## src/rtl/backprop_seq_pkg.sv

```systemverilog
// Shared types and constants for the backprop layer sequencer and its skew tracker.
package backprop_seq_pkg;

    typedef enum logic [2:0] {
        ST_IDLE   = 3'd0,
        ST_LOAD   = 3'd1,
        ST_STREAM = 3'd2,
        ST_DRAIN  = 3'd3,
        ST_DONE   = 3'd4
    } seq_state_t;

    localparam int unsigned LAYER_W_DEF = 8;
    localparam int unsigned STALL_W     = 32;

endpackage

```

## src/rtl/valid_skew_tracker.sv

```systemverilog
// Shift register of row-accept flags mirroring the column skew of the prep stage:
// an accept in cycle t shows up on lane k in cycle t+1+k.
module valid_skew_tracker #(
    parameter int unsigned size = 3
) (
    input  logic            clk,
    input  logic            reset,
    input  logic            accept,
    output logic [size-1:0] lane_valid
);

    logic [size-1:0] skew_q;

    always_ff @(posedge clk) begin
        if (reset) begin
            skew_q <= '0;
        end else begin
            skew_q <= size'({skew_q, accept});
        end
    end

    assign lane_valid = skew_q;

endmodule

```

## src/rtl/backprop_layer_sequencer.sv

```systemverilog
// Layer-by-layer controller for the z-to-z derivative datapath.
// Optional stall counter output enabled by defining BACKPROP_SEQ_PERF_EN.
module backprop_layer_sequencer
    import backprop_seq_pkg::*;
#(
    parameter int unsigned data_size = 16,
    parameter int unsigned size      = 3,
    parameter int unsigned layer_w   = LAYER_W_DEF
) (
    input  logic               clk,
    input  logic               reset,
    input  logic               start,
    input  logic [layer_w-1:0] layer_count,
    input  logic               act_valid,
    output logic               act_ready,
    input  logic               row_valid,
    output logic               row_ready,
    output logic               set_diff_act,
    output logic               start_new_layer,
    output logic [size-1:0]    lane_valid,
    output logic [layer_w-1:0] layer_idx,
    output logic               busy,
    output logic               done
`ifdef BACKPROP_SEQ_PERF_EN
    ,
    output logic [STALL_W-1:0] stall_cycles
`endif
);

    localparam int unsigned CNT_W = $clog2(size + 1);
    localparam logic [CNT_W-1:0] CNT_LAST = CNT_W'(size - 1);

    seq_state_t         state_q;
    logic [CNT_W-1:0]   cnt_q;
    logic [layer_w-1:0] idx_q;
    logic [layer_w-1:0] lc_q;
    logic               act_ready_q;
    logic               row_ready_q;
    logic               busy_q;
    logic               done_q;
    logic               row_accept_c;
    logic               unused_data_size;

    // Element width only matters to the datapath instance beside us.
    assign unused_data_size = ^32'(data_size);

    assign row_accept_c = row_ready_q & row_valid;

    // State plus registered Moore outputs, updated together on each transition.
    always_ff @(posedge clk) begin
        if (reset) begin
            state_q     <= ST_IDLE;
            cnt_q       <= '0;
            idx_q       <= '0;
            lc_q        <= '0;
            act_ready_q <= 1'b0;
            row_ready_q <= 1'b0;
            busy_q      <= 1'b0;
            done_q      <= 1'b0;
        end else begin
            done_q <= 1'b0;
            unique case (state_q)
                ST_IDLE: begin
                    if (start) begin
                        lc_q   <= layer_count;
                        idx_q  <= '0;
                        cnt_q  <= '0;
                        busy_q <= 1'b1;
                        if (layer_count == '0) begin
                            state_q <= ST_DONE;
                            done_q  <= 1'b1;
                        end else begin
                            state_q     <= ST_LOAD;
                            act_ready_q <= 1'b1;
                        end
                    end
                end
                ST_LOAD: begin
                    if (act_valid) begin
                        state_q     <= ST_STREAM;
                        act_ready_q <= 1'b0;
                        row_ready_q <= 1'b1;
                    end
                end
                ST_STREAM: begin
                    if (row_accept_c) begin
                        if (cnt_q == CNT_LAST) begin
                            cnt_q       <= '0;
                            state_q     <= ST_DRAIN;
                            row_ready_q <= 1'b0;
                        end else begin
                            cnt_q <= cnt_q + CNT_W'(1);
                        end
                    end
                end
                ST_DRAIN: begin
                    if (cnt_q == CNT_LAST) begin
                        cnt_q <= '0;
                        if (idx_q == lc_q - layer_w'(1)) begin
                            state_q <= ST_DONE;
                            done_q  <= 1'b1;
                        end else begin
                            state_q     <= ST_LOAD;
                            idx_q       <= idx_q + layer_w'(1);
                            act_ready_q <= 1'b1;
                        end
                    end else begin
                        cnt_q <= cnt_q + CNT_W'(1);
                    end
                end
                ST_DONE: begin
                    state_q <= ST_IDLE;
                    busy_q  <= 1'b0;
                end
                default: begin
                    state_q     <= ST_IDLE;
                    act_ready_q <= 1'b0;
                    row_ready_q <= 1'b0;
                    busy_q      <= 1'b0;
                end
            endcase
        end
    end

    assign act_ready       = act_ready_q;
    assign row_ready       = row_ready_q;
    assign set_diff_act    = act_ready_q & act_valid;
    assign start_new_layer = act_ready_q & act_valid;
    assign layer_idx       = idx_q;
    assign busy            = busy_q;
    assign done            = done_q;

    valid_skew_tracker #(
        .size(size)
    ) u_skew (
        .clk        (clk),
        .reset      (reset),
        .accept     (row_accept_c),
        .lane_valid (lane_valid)
    );

`ifdef BACKPROP_SEQ_PERF_EN
    logic [STALL_W-1:0] stall_q;

    // Saturating count of cycles spent waiting on an upstream valid.
    always_ff @(posedge clk) begin
        if (reset) begin
            stall_q <= '0;
        end else if (state_q == ST_IDLE && start) begin
            stall_q <= '0;
        end else if (((state_q == ST_LOAD && !act_valid) ||
                      (state_q == ST_STREAM && !row_valid)) && stall_q != '1) begin
            stall_q <= stall_q + STALL_W'(1);
        end
    end

    assign stall_cycles = stall_q;
`endif

endmodule
```

## config.mk

```make
export PLATFORM = sky130hd
export DESIGN_NAME = backprop_layer_sequencer
export DESIGN_NICKNAME = d
export VERILOG_FILES = /design/src/rtl/backprop_seq_pkg.sv /design/src/rtl/valid_skew_tracker.sv /design/src/rtl/backprop_layer_sequencer.sv
export SDC_FILE = /design/constraint.sdc
export NUM_CORES = 1
export LEC_CHECK = 0
export ABC_AREA = 0
export CAP_MARGIN = 5
export CORE_MARGIN = 3
export CORE_UTILIZATION = 55
export DETAILED_ROUTE_END_ITERATION = 8
export GPL_TIMING_DRIVEN = 0
export PLACE_DENSITY = 0.84
export SYNTH_ARGS = -nofsm -noshare
export SYNTH_HDL_FRONTEND = slang
export SYNTH_SLANG_ARGS = --single-unit
```

## constraint.sdc

```tcl
create_clock -name clk -period 3.5 [get_ports clk]
set_input_delay 0.7 -clock clk [delete_from_list [all_inputs] [get_ports clk]]
set_output_delay 0.7 -clock clk [all_outputs]
set_load 0.02 [all_outputs]
```

== After elaboration in Yosys (flattened, before gate mapping) ==
Index checks and enable logic that the tools add are counted.
Operators by class
  mux-type cells: 33
  reduce and logical (&&, ||, !) cells: 14
  eq/ne operators: 13
  bitwise logic cells: 5
  add/sub/neg operators: 3
Operator list (number)
  two-way mux 8 bit: 3
  two-way mux 3 bit: 7
  one-hot mux 8 bit (2 select lines): 1
  two-way mux 1 bit: 13
  != test 2 bit, second input constant: 6
  one-hot mux 3 bit (4 select lines): 1
  adder 8 x 1 -> 8 bit, second input constant: 1
  == test 8 bit: 1
  zero test 8 bit: 1
  AND reduction 4 bit: 2
  subtractor 8 x 1 -> 8 bit, second input constant: 1
  == test 3 x 2 -> 1 bit, second input constant: 2
  two-way mux 2 bit: 3
  one-hot mux 2 bit (3 select lines): 1
  AND reduction 6 bit: 1
  OR reduction 3 bit: 2
  AND reduction 5 bit: 1
  one-hot mux 1 bit (2 select lines): 2
  one-hot mux 1 bit (4 select lines): 1
  AND reduction 2 bit: 2
  == test 3 x 1 -> 1 bit, second input constant: 1
  == test 3 bit, second input constant: 1
  zero test 3 bit: 1
  NOT 1 bit: 3
  other kinds (9): 10
Word-level totals
  register bits after elaboration: 28
  logic and storage cells: 77
  input bits: 13
  output and inout bits: 17

== Logic depth before layout (Yosys ltp) ==
  depth after elaboration: 5
  mapped depth: 9
  depth with buffers taken out: 9

== Cells and area by module ==
A second synthesis with hierarchy kept.
Second synthesis, totals
  cells, all modules: 191
  area, all modules: 1620.3 sq um
By module, submodules not included
  backprop_layer_sequencer: cells each 185, instances 1, area each 1541.5 sq um
  valid_skew_tracker: cells each 6, instances 1, area each 78.8 sq um

== Worst setup path before layout ==
Ideal clock, no wire load.
  path kind: flip-flop to flip-flop
  from: register lc_q[0]
  to: register act_ready_q, in the netlist act_ready
  data arrival time: 2.282 ns
  slack: 1.117 ns
  cell stages (with the launch flop): 10
  setup time: 0.101 ns
  buffers on the path: 0
  required time: 3.399 ns
  cells stage by stage: dfxtp_1 > inv_1 > ha_1 > xnor2_1 > a311o_1 > a2111oi_4 > o21ai_1 > o31a_1 > a211o_1 > o41ai_1
On the way
  word-level cells in the longest chain between the ends: 4
Ends and longest elaborated chain
  from (decl): RTL line backprop_layer_sequencer.sv:36  | logic [layer_w-1:0] lc_q;
  from (signal assigned): RTL line backprop_layer_sequencer.sv:65  | lc_q <= layer_count;
  subtractor 8 x 1 -> 8 bit: RTL line backprop_layer_sequencer.sv:99  | if (idx_q == lc_q - layer_w'(1)) begin
  == test 8 bit: RTL line backprop_layer_sequencer.sv:99
  != test 2 bit (no line)
  AND reduction 6 bit (no line)
  to (signal assigned): RTL line backprop_layer_sequencer.sv:81  | act_ready_q <= 1'b0;
  to (signal assigned): RTL line backprop_layer_sequencer.sv:105  | act_ready_q <= 1'b1;
  to (signal assigned): RTL line backprop_layer_sequencer.sv:117  | act_ready_q <= 1'b0;
  to (decl): RTL line backprop_layer_sequencer.sv:37  | logic act_ready_q;
Every way passes these cells.
A chain may end at the register's enable or synchronous reset.

== Worst setup path after layout ==
  from: input port act_valid
  to: output port start_new_layer
On the way
  word-level cells in the longest chain between the ends: 1
Ends and longest elaborated chain
  from (decl): RTL line backprop_layer_sequencer.sv:14  | input logic act_valid,
  bitwise AND 1 bit: RTL line backprop_layer_sequencer.sv:128  | assign start_new_layer = act_ready_q & act_valid;
  to (decl): RTL line backprop_layer_sequencer.sv:19  | output logic start_new_layer,
Every way passes these cells.

==> flow_metrics.tcl <==
set metrics [dict create \
    status "complete, no violations" \
    hpwl_mm 3.01 \
    final_antenna_net_count 0 \
    use_met1_pct 29.0 \
    p_leak_nw 0.705 \
    syn-num-nets 210 \
    path_buf_inv 3 \
    postCtsResizedCells 0 \
    place_area_sq_mm 0.00191 \
    crit_top_cell "clkdlybuf4s50_1" \
    synth_flop_cell "dfxtp_1" \
    synthSimpleGateAreaFrac_pct 27.2 \
    gp_congestion 0.877 \
    drv_cap 0 \
    yosysSeqAreaShare_pct 35.3 \
    setup_viol 0 \
    gr-usage-met2_pct 41.5 \
    syn_to_final_growth_pct 22.1 \
    grt_max_degree 15 \
    clkSinkCount 28 \
    crit_arrival_ps 2040 \
    fin_crit_sh_pct 78.2 \
    yosysUniqueCellTypes 48 \
    synth-compound-area-share_pct 20.8 \
    grt_pass1_vias 1435 \
    pre_cts_ws_ps 757 \
    worstPathRequired_ps 2800 \
    fp.dieArea_sq_mm 0.00357 \
    initial_core_util_pct 60.7 \
    io_buffer_count 29 \
    root_buffer "clkbuf_4" \
    ys_ff_latch 28 \
    drv_slew 0 \
    use_met3_pct 4.97 \
    grt_use_total_pct 23.4 \
    synthesis.instances 195 \
    critPathCaptureType "output port" \
    netlist_top_cells_count "nand2_1 (30), dfxtp_1 (28), nor2_1 (20)" \
    path_cells "clkdlybuf4s50_1 > and2_1 > buf_4 > clkdlybuf4s50_1" \
    drt-total-wl_mm 3.81 \
    num-fill-cells 219 \
    rsz0062_at_grt "no" \
    synth_xor_xnor_area_share_pct 7.73 \
    dr.pass1.iters 4 \
    fin_crit_ps 2740 \
    finalHoldViolations 0 \
    grt_remaining_overflow 0 \
    muxShareOfSynthArea_pct 1.97 \
    path_max_fanout 3 \
    worst_pin_slew_ps 506 \
    fin_ws_ps 763 \
    ys.warnings.count 0 \
    cts_buffers 3 \
    drtIter0Drc 85 \
    final_layout_size_suffix_gt1_share_pct 7.05 \
    tns_ps 0 \
    die_h_microns 59.7 \
    core_area_sq_mm 0.00261 \
    synth_area_leader_cell "dfxtp_1" \
    postSynthAreaPerCell_sq_um 8.14 \
    antenna_found_initial 0 \
    htreeDepth 1 \
    crit_path_start_kind "input port" \
    vias 1493 \
    busiest_layer "met2" \
    finalNonFillerCells 257 \
    final_nets 244 \
    critPathSlowestCell "clkdlybuf4s50_1" \
    hold_class "flop to flop" \
    relSlewSlack_pct 66.0 \
    path_class "input port to output port" \
    via_per_inst 5.81 \
    diodes 0 \
    cts_tree "done" \
    ir_worst_vdd_v 0.000383 \
    grt_pass1_wl_mm 6.37 \
    holdBufCountCts 0 \
    dp.cells 254 \
    routedWlPerCell_microns 14.8 \
    synthArstFlopShare_pct 0 \
    design_area_sq_mm 0.00194 \
    syn_area_sq_mm 0.00159 \
    fin_skew_ps 10.5 \
    synth_top_family_by_area "simple AND/OR/NAND/NOR gates" \
    fmax_mhz 365 \
    die_w_microns 59.7 \
    clock_latency_ps 330 \
    rows 18 \
    slowest_delay_ps 590 \
    synth_edf_count 0 \
    crit_family "buffers and inverters" \
    ios 30 \
    yosys.area_share.adder_pct 1.58 \
    synth_area_leaders "dfxtp_1 (35%), nand2_1 (7.1%), a21oi_1 (5.0%), nor2_1 (4.7%), xnor2_1 (3.9%)" \
    max-clock-path-buffers 2 \
    yosysMostFrequentCell "nand2_1" \
    holdWs_ps 480 \
    synth_top_area_share_pct 35.3 \
    cellPowerDensity_mw_per_mm2 508 \
    cts_setup_buffers 0 \
    drc 0 \
    path_clk_slew_ps 130 \
]
-- power by group --
group	switching, mW	internal (mW)	leakage, nW
Combinational	0.233	0.203	0.463
Sequential	0.0542	0.363	0.228
Clock	0.0906	0.0404	0.0138
-- kinds of logic after synthesis --
kind of cell,count (synthesis)
and+or+nand+nor,89
AOI/OAI and AO/OA,46
DFF,28
buffers and inverters,15
xor gates and xnor gates,12
muxes,3
adders and majority gates,2
-- state kept, by name, summed over array words and instances, names as in the netlist --
name	cells
cnt_q	2
layer_idx	8
act_ready	1
state_q	3
done	1
row_ready	1
busy	1
lc_q	8
u_skew.lane_valid	3
-- layout make-up --
class                      instances  area (sq um)  area share (%)
tap                               30          37.5            1.94
timing repair buffer              29           290            15.0
buffer                            10          66.3            3.42
inverter                           5          18.8           0.969
sequential                        28           561            28.9
clock buffer                       3          22.5            1.16
multi-input combinational        152           941            48.6
-- worst reg2reg max path, stage by stage (launching register included) --
cell       delay [ps]
dfxtp_1           460
inv_1              80
ha_1              320
xnor2_1           140
a311o_1           360
a2111oi_4         360
o21ai_1           220
o31a_1            330
a211o_1           260
o41ai_1            50
-- cells in the final DEF (no fill, tap or decap), types with 3 or more instances in the layout --
master / n
o21ai_0: 8
dfxtp_1: 28
xnor2_1: 7
nor3_1: 8
nor2b_1: 6
nand3_1: 4
a21oi_1: 16
clkbuf_4: 3
clkbuf_1: 6
nor2_1: 20
or3_1: 3
nand2_1: 30
and2_1: 3
nor4_1: 4
nand2b_1: 3
inv_1: 5
xor2_1: 4
clkdlybuf4s50_1: 29
-- routing by layer --
metal	up-vias	part of all wire [%]
met3	4	5.1
met4	0	0.81
met2	46	51
met5	-	0
met1	691	43
li1	752	-
-- metrics by stage --
| step | total power [mW] | util [%] |
|---|---|---|
| floorplan | 0.722 | - |
| global placement | 0.837 | 73.3 |
| detailed placement | 0.858 | 73.3 |
| CTS | 0.989 | 74.1 |
| global route | 1.05 | 74.1 |
| finish | 0.984 | 74.1 |
-- path summary, 6_finish.rpt --
check	to	slack [ps]	startpoint	cells past startpoint
setup / recovery	start_new_layer	760	act_valid	4
hold / removal	u_skew.lane_valid[2]	480	u_skew.lane_valid[1]	1
setup reg to reg	act_ready	830	lc_q[0]	9
hold reg to reg	u_skew.lane_valid[2]	480	u_skew.lane_valid[1]	1
No activity file was read; power rests on OpenSTA's default activity.
